--- config.mk ---
export PLATFORM = sky130hd
export DESIGN_NAME = cv_dma_loader
export DESIGN_NICKNAME = d
export VERILOG_FILES = /design/src/rtl/cv_dma_loader.sv
export SDC_FILE = /design/constraint.sdc
export NUM_CORES = 1
export LEC_CHECK = 0
export BUFFER_PORTS_ARGS = -buffer_cell sky130_fd_sc_hd__clkbuf_2
export CORE_MARGIN = 1
export CORE_UTILIZATION = 43
export CTS_BUF_LIST = sky130_fd_sc_hd__clkbuf_4 sky130_fd_sc_hd__clkbuf_8
export CTS_CLUSTER_DIAMETER = 50
export DETAILED_ROUTE_END_ITERATION = 16
export PLACE_DENSITY = 0.73
export SLEW_MARGIN = 20
export SYNTH_ARGS = -nofsm -noshare
export SYNTH_HDL_FRONTEND = slang
export SYNTH_SLANG_ARGS = --single-unit
--- constraint.sdc ---
create_clock -name clk -period 11.84 [get_ports clk]
set_clock_uncertainty 0.15 [all_clocks]
set_input_delay 2.368 -clock clk [delete_from_list [all_inputs] [get_ports clk]]
set_output_delay 2.368 -clock clk [all_outputs]
set_load 0.01 [all_outputs]
--- src/rtl/cv_dma_loader.sv ---
`default_nettype none
// ============================================================================
// Module   : cv_dma_loader
// Brief    : Memory-side data mover that feeds (load) and drains (store) one
//            CV engine over a shared request/grant memory port.
// Revision : 1.0 - initial release
// ============================================================================
module cv_dma_loader #(
    parameter int ADDR_W          = 32,
    parameter int LEN_W           = 16,
    parameter int MAX_OUTSTANDING = 4
) (
    input  logic              clk,
    input  logic              rst,
    input  logic              cmd_valid,
    output logic              cmd_ready,
    input  logic              cmd_store,
    input  logic [ADDR_W-1:0] cmd_addr,
    input  logic [LEN_W-1:0]  cmd_len,
    output logic              busy,
    output logic              done,
    output logic              mem_req,
    output logic              mem_we,
    output logic [ADDR_W-1:0] mem_addr,
    output logic [15:0]       mem_wdata,
    input  logic              mem_gnt,
    input  logic              mem_rvalid,
    input  logic [15:0]       mem_rdata,
    output logic              din_valid,
    output logic [15:0]       din_data,
    input  logic              dout_valid,
    output logic              dout_ready,
    input  logic [15:0]       dout_data
);

    localparam int                 c_OUT_W   = $clog2(MAX_OUTSTANDING) + 1;
    localparam logic [c_OUT_W-1:0] c_MAX_OUT = c_OUT_W'(MAX_OUTSTANDING);
    localparam logic [c_OUT_W-1:0] c_OUT_ONE = c_OUT_W'(1);
    localparam logic [LEN_W-1:0]   c_LEN_ONE = LEN_W'(1);

    localparam logic [1:0] c_IDLE   = 2'd0;
    localparam logic [1:0] c_LOAD   = 2'd1;
    localparam logic [1:0] c_STORE  = 2'd2;
    localparam logic [1:0] c_FINISH = 2'd3;

    logic [1:0]         r_state;
    logic [1:0]         w_next_state;
    logic [ADDR_W-1:0]  r_addr;
    logic [LEN_W-1:0]   r_len;
    logic [LEN_W-1:0]   r_issued;
    logic [LEN_W-1:0]   r_received;
    logic [LEN_W-1:0]   r_captured;
    logic [LEN_W-1:0]   r_written;
    logic [c_OUT_W-1:0] r_outstanding;
    logic [15:0]        r_wbuf;
    logic               r_wfull;
    logic               r_din_valid;
    logic [15:0]        r_din_data;
    logic               w_accept;
    logic               w_xfer;
    logic               w_capture;
    logic               w_rvalid;

    assign w_accept  = (r_state == c_IDLE) && cmd_valid;
    assign w_xfer    = mem_req && mem_gnt;
    assign w_capture = dout_valid && dout_ready;
    // Returns are only meaningful inside a load; stale ones after an abort are dropped.
    assign w_rvalid  = (r_state == c_LOAD) && mem_rvalid;

    assign din_valid = r_din_valid;
    assign din_data  = r_din_data;

    always_ff @(posedge clk) begin
        if (rst) begin
            r_state <= c_IDLE;
        end else begin
            r_state <= w_next_state;
        end
    end

    always_comb begin
        w_next_state = r_state;
        case (r_state)
            c_IDLE: begin
                if (cmd_valid) begin
                    if (cmd_len == '0)   w_next_state = c_FINISH;
                    else if (cmd_store)  w_next_state = c_STORE;
                    else                 w_next_state = c_LOAD;
                end
            end
            c_LOAD:   if (r_received == r_len) w_next_state = c_FINISH;
            c_STORE:  if (r_written == r_len)  w_next_state = c_FINISH;
            default:  w_next_state = c_IDLE;
        endcase
    end

    always_comb begin
        cmd_ready  = (r_state == c_IDLE);
        busy       = (r_state != c_IDLE);
        done       = (r_state == c_FINISH);
        mem_req    = 1'b0;
        mem_we     = 1'b0;
        mem_addr   = '0;
        mem_wdata  = '0;
        dout_ready = 1'b0;
        case (r_state)
            c_LOAD: begin
                mem_req  = (r_issued < r_len) && (r_outstanding < c_MAX_OUT);
                mem_addr = r_addr + ADDR_W'(r_issued);
            end
            c_STORE: begin
                mem_req    = r_wfull;
                mem_we     = 1'b1;
                mem_addr   = r_addr + ADDR_W'(r_written);
                mem_wdata  = r_wbuf;
                // A buffer being drained this cycle can take the next word at once.
                dout_ready = (r_captured < r_len) && (!r_wfull || (r_wfull && mem_gnt));
            end
            default: ;
        endcase
    end

    always_ff @(posedge clk) begin
        if (rst) begin
            r_addr        <= '0;
            r_len         <= '0;
            r_issued      <= '0;
            r_received    <= '0;
            r_captured    <= '0;
            r_written     <= '0;
            r_outstanding <= '0;
            r_wbuf        <= '0;
            r_wfull       <= 1'b0;
            r_din_valid   <= 1'b0;
            r_din_data    <= '0;
        end else begin
            r_din_valid <= w_rvalid;
            if (w_rvalid) r_din_data <= mem_rdata;

            if (w_accept) begin
                r_addr        <= cmd_addr;
                r_len         <= cmd_len;
                r_issued      <= '0;
                r_received    <= '0;
                r_captured    <= '0;
                r_written     <= '0;
                r_outstanding <= '0;
                r_wfull       <= 1'b0;
            end

            if (r_state == c_LOAD) begin
                if (w_xfer)   r_issued   <= r_issued + c_LEN_ONE;
                if (w_rvalid) r_received <= r_received + c_LEN_ONE;
                case ({w_xfer, w_rvalid})
                    2'b10:   r_outstanding <= r_outstanding + c_OUT_ONE;
                    2'b01:   r_outstanding <= r_outstanding - c_OUT_ONE;
                    default: ;
                endcase
            end

            if (r_state == c_STORE) begin
                if (w_capture) begin
                    r_wbuf     <= dout_data;
                    r_captured <= r_captured + c_LEN_ONE;
                end
                if (w_xfer) r_written <= r_written + c_LEN_ONE;
                r_wfull <= w_capture || (r_wfull && !w_xfer);
            end
        end
    end

endmodule
`default_nettype wire

Word-level counts from Yosys, hierarchy flattened
Index checks and enable logic that the tools add are counted.

word-level totals
  register bits after elaboration = 151
  latch bits = 0
  memory bits (writable) = 0
  memory bits (read-only) = 0
  input port bits = 87
  output and inout bits = 71
  word-level logic and storage cells = 79
  memories = 0

cells by class
  $add $sub $neg = 8
  multiply operators = 0
  div/mod/pow operators = 0
  order comparisons = 3
  equality and inequality tests = 10
  shift operators = 0
  mux-type cells = 28
  bitwise gates (word level) = 0
  reductions and logical operators = 18

operators by type and width
  operator               count
  $mux 16                13
  $add 16x1->16 const B  4
  $add 32x16->32         2
  $pmux 32 s2            1
  $eq 16x16->1           2
  $lt 16x16->1           2
  $logic_not 16->1       1
  $mux 2                 5
  $logic_and 1x1->1      8
  $eq 2x2->1 const B     3
  $mux 3                 2
  $ne 2x2->1 const B     3
  $pmux 2 s3             1
  $pmux 3 s2             1
  $eq 2x1->1 const B     2
  $mux 1                 4
  $reduce_bool 2->1      2
  $add 3x1->3 const B    1
  $lt 3x3->1 const B     1
  $reduce_and 3->1       1
  $sub 3x1->3 const B    1
  $logic_not 1->1        2
  $logic_not 2->1        1
  $logic_or 1x1->1       2
  other kinds (2)        2

Depth between registers and ports, before layout
  word-level depth = 8
  gate-level depth with buffers = 16
  depth with buffers taken out = 14

Worst setup path before layout
OpenSTA, ideal clock, no wires.

  kind = reg-to-output
  from = reg r_state[0]
  to = out mem_addr[26]
  arrival time = 3.565 ns
  required time = 9.322 ns
  path slack = 5.757 ns
  stages on the path, launching flop included = 14
  buffers on the path = 2
  path through = dfxtp_1 > inv_1 > ha_1 > buf_1 > clkbuf_1 > mux2_2 > ha_1 > nor2b_1 > o31a_1 > o32a_1 > a211oi_2 > nor3b_1 > xnor2_1 > nor2_1

between the ends
  word-level cells in the longest chain between the ends = 2

ends and longest elaborated chain
  what                                             line  text
  from (decl)                                      46    logic [1:0] r_state;
  from (signal assigned)                           75    r_state <= c_IDLE;
  from (signal assigned)                           77    r_state <= w_next_state;
  $eq 2x2->1 / $eq 2x1->1 (equally long branches)  106   case (r_state)
  $pmux 32 s2 *                                    106
  to (decl)                                        24    output logic [ADDR_W-1:0] mem_addr,

Mark *: on every way between the ends. The rest lies on a longest branch, timed or not.

Final worst setup path
  from = reg r_state[0]
  to = out mem_addr[29]

Same word-level chain as after synthesis.

==> metrics.md <==
| Metric | Value |
|---|---|
| Largest net degree at the start of global routing | 75 |
| Highest-delay cell along the critical path | o21ai_0 |
| Slew at the pin closest to its max-slew limit | 1.08 ns |
| Vias per inst | 5.51 |
| Estimated wirelength of the detail-placed design | 16900 um |
| PwrDens | 148 nW/um^2 |
| Cell depth of the worst min-delay path | 2 |
| Placed Area | 9800 sq um |
| Top_reg_cell synth | dfxtp_1 |
| CTS tree | built |
| Total iterations of the first detailed-routing run | 5 |
| Setup-failing EPs final | 0 |
| Final hold violation count | 0 |
| Antenna cells | 0 |
| Kind of start point of the critical path | register |
| Warnings from Yosys | 0 |
| Post-route total power | 0.00151 W |
| Least setup slack across all paths after layout | 5.20 ns |
| Most frequently used cell type in the post-synthesis netlist | nand2_1 |
| Global-route wire length before repair | 38800 um |
| Worst reg-to-reg setup slack | 7.77 ns |
| Leakage dissipation | 4.06 nW |
| Layout cell share with drive strength beyond 1 | 17.3% |
| Distinct cells, synth | 66 |
| Grt total ovfl | 0 |
| Normalized max-slew margin | 27.6% |
| Drt first-iter violations | 591 |
| Worst vdd ir | 0.0000990 V |
| Path class of the lowest-slack min-delay path | register to register |
| Flip-flop and latch count after synthesis | 151 |
| Number of antenna violations at the first check in global routing | 0 |
| Cell types with the largest area share after synthesis | dfxtp_1 34%, nand2_1 9.8%, ha_1 7.8% |
| Data required, critical path | 9.32 ns |
| Number of cell instances on the worst register-to-register path | 14 |
| Total Negative Setup Slacks | 0 ns |
| Total global routing track utilization | 22.6% |
| Clock H-tree levels | 4 |
| Area added between synthesis and finish | 15.0% |
| Hold slack final | 0.303 ns |
| Status | complete, no violations |
| Clock transition at the register clock pins on the worst setup and hold paths after CTS | 0.09 ns |
| Maximum clock path buffer count | 2 |
| Count of flip-flops with a built-in enable after synthesis | 0 |
| Post-synthesis async set-or-reset flop share | 0% |
| Number of DRC violations after detailed routing | 0 |
| Worst setup endpoint | mem_addr[29] |
| Critical path type | register to output port |
| Number of clock sinks | 151 |
| Post-synthesis area per instance | 7.63 sq um |
| Starting utilization of the core area | 43.8% |
| Signal arrival time at the worst endpoint | 4.13 ns |
| Count of input and output buffers | 157 |
| Sequential area share after synthesis | 34.1% |
| Total number of placement rows | 52 |
| Clock latency on the worst-skew pair | 0.46 ns |
| Via count of the first global-routing pass | 7765 |
| Area share of the largest cell type after synthesis | 34.1% |
| Post-layout minimum cycle time | 6.64 ns |
| CTS root buf | clkbuf_8 |
| Summed instance area of the synthesized netlist | 8860 sq um |
| Max-slew violation count | 0 |
| Die Y | 146 um |
| Post-cts sizing count | 0 |
| Startpoint of the lowest-slack register-to-register path | r_len[7] |
| Most repeated library cell on the critical path | o21ai_0 |
| Cell Chain, Critical Path | inv_1 > ha_1 > buf_4 > mux2_2 > ha_1 > o21ai_0 > o21ai_0 > nand3_1 > o21ai_0 > nand3_1 > xor2_1 > nor2_1 > clkbuf_2 |
| Cell count after synthesis | 1161 |
| Most used standard cells in the synthesized netlist | 231 x nand2_1, 151 x dfxtp_1, 132 x a21oi_1, 80 x nor2_1, 55 x ha_1 |
| Num CTS Buffers | 17 |
| Critical-path maximum fanout | 41 |
| Net count reported at finish | 1429 |
| Number of top-level pins | 158 |
| Post-route ant nets | 0 |
| Final Instance Area | 10200 sq um |
| Critical Path Sink Type | output port |
| RSZ-0062 raised after global routing | false |
| Hold_buf cts | 0 |
| Endpoint of the lowest-slack register-to-register path | r_outstanding[2] |
| Detailed-route via count | 8641 |
| RD Place Congestion | 0.858 |
| Fmax | 0.150 GHz |
| Die outline area | 21200 sq um |
| Critical path's largest stage delay | 0.73 ns |
| Crit. Startpoint | r_state[0] |
| Final period util | 56.1% |
| Routed wire length | 23900 um |
| Syn nets | 1305 |
| Largest area contributor in the synthesized netlist | dfxtp_1 |
| Maxcap violations | 0 |
| WL/cell | 15.3 um |
| Number of buffers inserted to repair setup after CTS | 0 |
| Die X-Extent | 146 um |
| Placeable core area | 20200 sq um |
| Placement Setup Slack | 5.70 ns |
-- cells by family after synthesis --
logic type / after synthesis / share of synthesized area, %
AOI/OAI and AO/OA: 278 / 18.8
xor gates and xnor gates: 59 / 5.83
adders and majority gates: 57 / 8.22
buffers and inverters: 90 / 4.11
DFF: 151 / 34.1
muxes: 19 / 2.36
and+or+nand+nor: 507 / 26.5
-- cell type report --
class | count | area, sq um
clock buffers | 22 | 278
clock inverters | 10 | 97.6
fillers | 1929 | 10000
inverters | 31 | 116
multi-input cells | 920 | 5500
flip-flops and latches | 151 | 3020
well taps | 270 | 338
repair buffers | 164 | 841
-- worst max-delay path, delay by kind of cell (launching register included) --
family	cells	cell delay, ns
AO/OA/AOI/OAI	3	1.11
buffers and inverters	3	0.64
AND/OR/NAND/NOR	3	0.49
adder cells (fa/ha/maj)	2	0.48
multiplexers	1	0.40
flip-flops	1	0.35
XOR/XNOR	1	0.17
-- where the power goes --
part           switching [W]  leakage [nW]  internal, W
Sequential         0.0000474          1.23     0.000551
Clock               0.000204         0.175     0.000181
Combinational       0.000355          2.66     0.000172
-- metrics by stage --
| stage | util (%) | instances |
|---|---|---|
| floorplan | - | 1161 |
| global placement | 48.4 | 1536 |
| detailed placement | 48.4 | 1536 |
| CTS | 50.3 | 1568 |
| global route | 50.4 | 1568 |
| finish | 50.4 | 1568 |
-- how the worst min path moves through the flow --
stage                from    endpoint  slack, ns
6_report        r_wbuf[3]   r_wbuf[3]       0.30
5_1_grt         r_wbuf[3]   r_wbuf[3]       0.32
4_1_cts         r_wbuf[3]   r_wbuf[3]       0.30
3_5_place_dp    r_wbuf[3]   r_wbuf[3]       0.29
3_3_place_gp   r_wbuf[10]  r_wbuf[10]       0.29
2_1_floorplan   r_wbuf[0]   r_wbuf[0]       0.28
-- registers in the layout (all words and copies together) (netlist names) --
name,cells
din_data,16
r_state,2
r_issued,16
r_addr,32
r_outstanding,3
r_wfull,1
din_valid,1
r_received,16
r_len,16
r_captured,16
r_wbuf,16
r_written,16
-- metal layers --
layer	global-route usage (%)	part of all wire (%)	routed length, um	up-vias
met4	7.00	1.4	341	0
met1	30.6	47	11300	3989
li1	-	-	-	4333
met5	0	0	0	-
met3	4.83	7.0	1670	26
met2	35.8	45	10700	293
-- cells in the final DEF, fill, tap and decap left out, types with 18 or more instances in the layout --
cell      instances
nand4_1          22
o21ai_0          42
inv_1            29
a21oi_1         132
clkbuf_8         18
ha_1             55
nor3_1           20
a31oi_1          23
or3_1            25
nand3_1          45
clkbuf_2        156
nand2_1         230
dfxtp_1         151
and3_1           24
and2_1           18
xnor2_1          44
nor2_1           80
(Power assumes the default switching activity.)
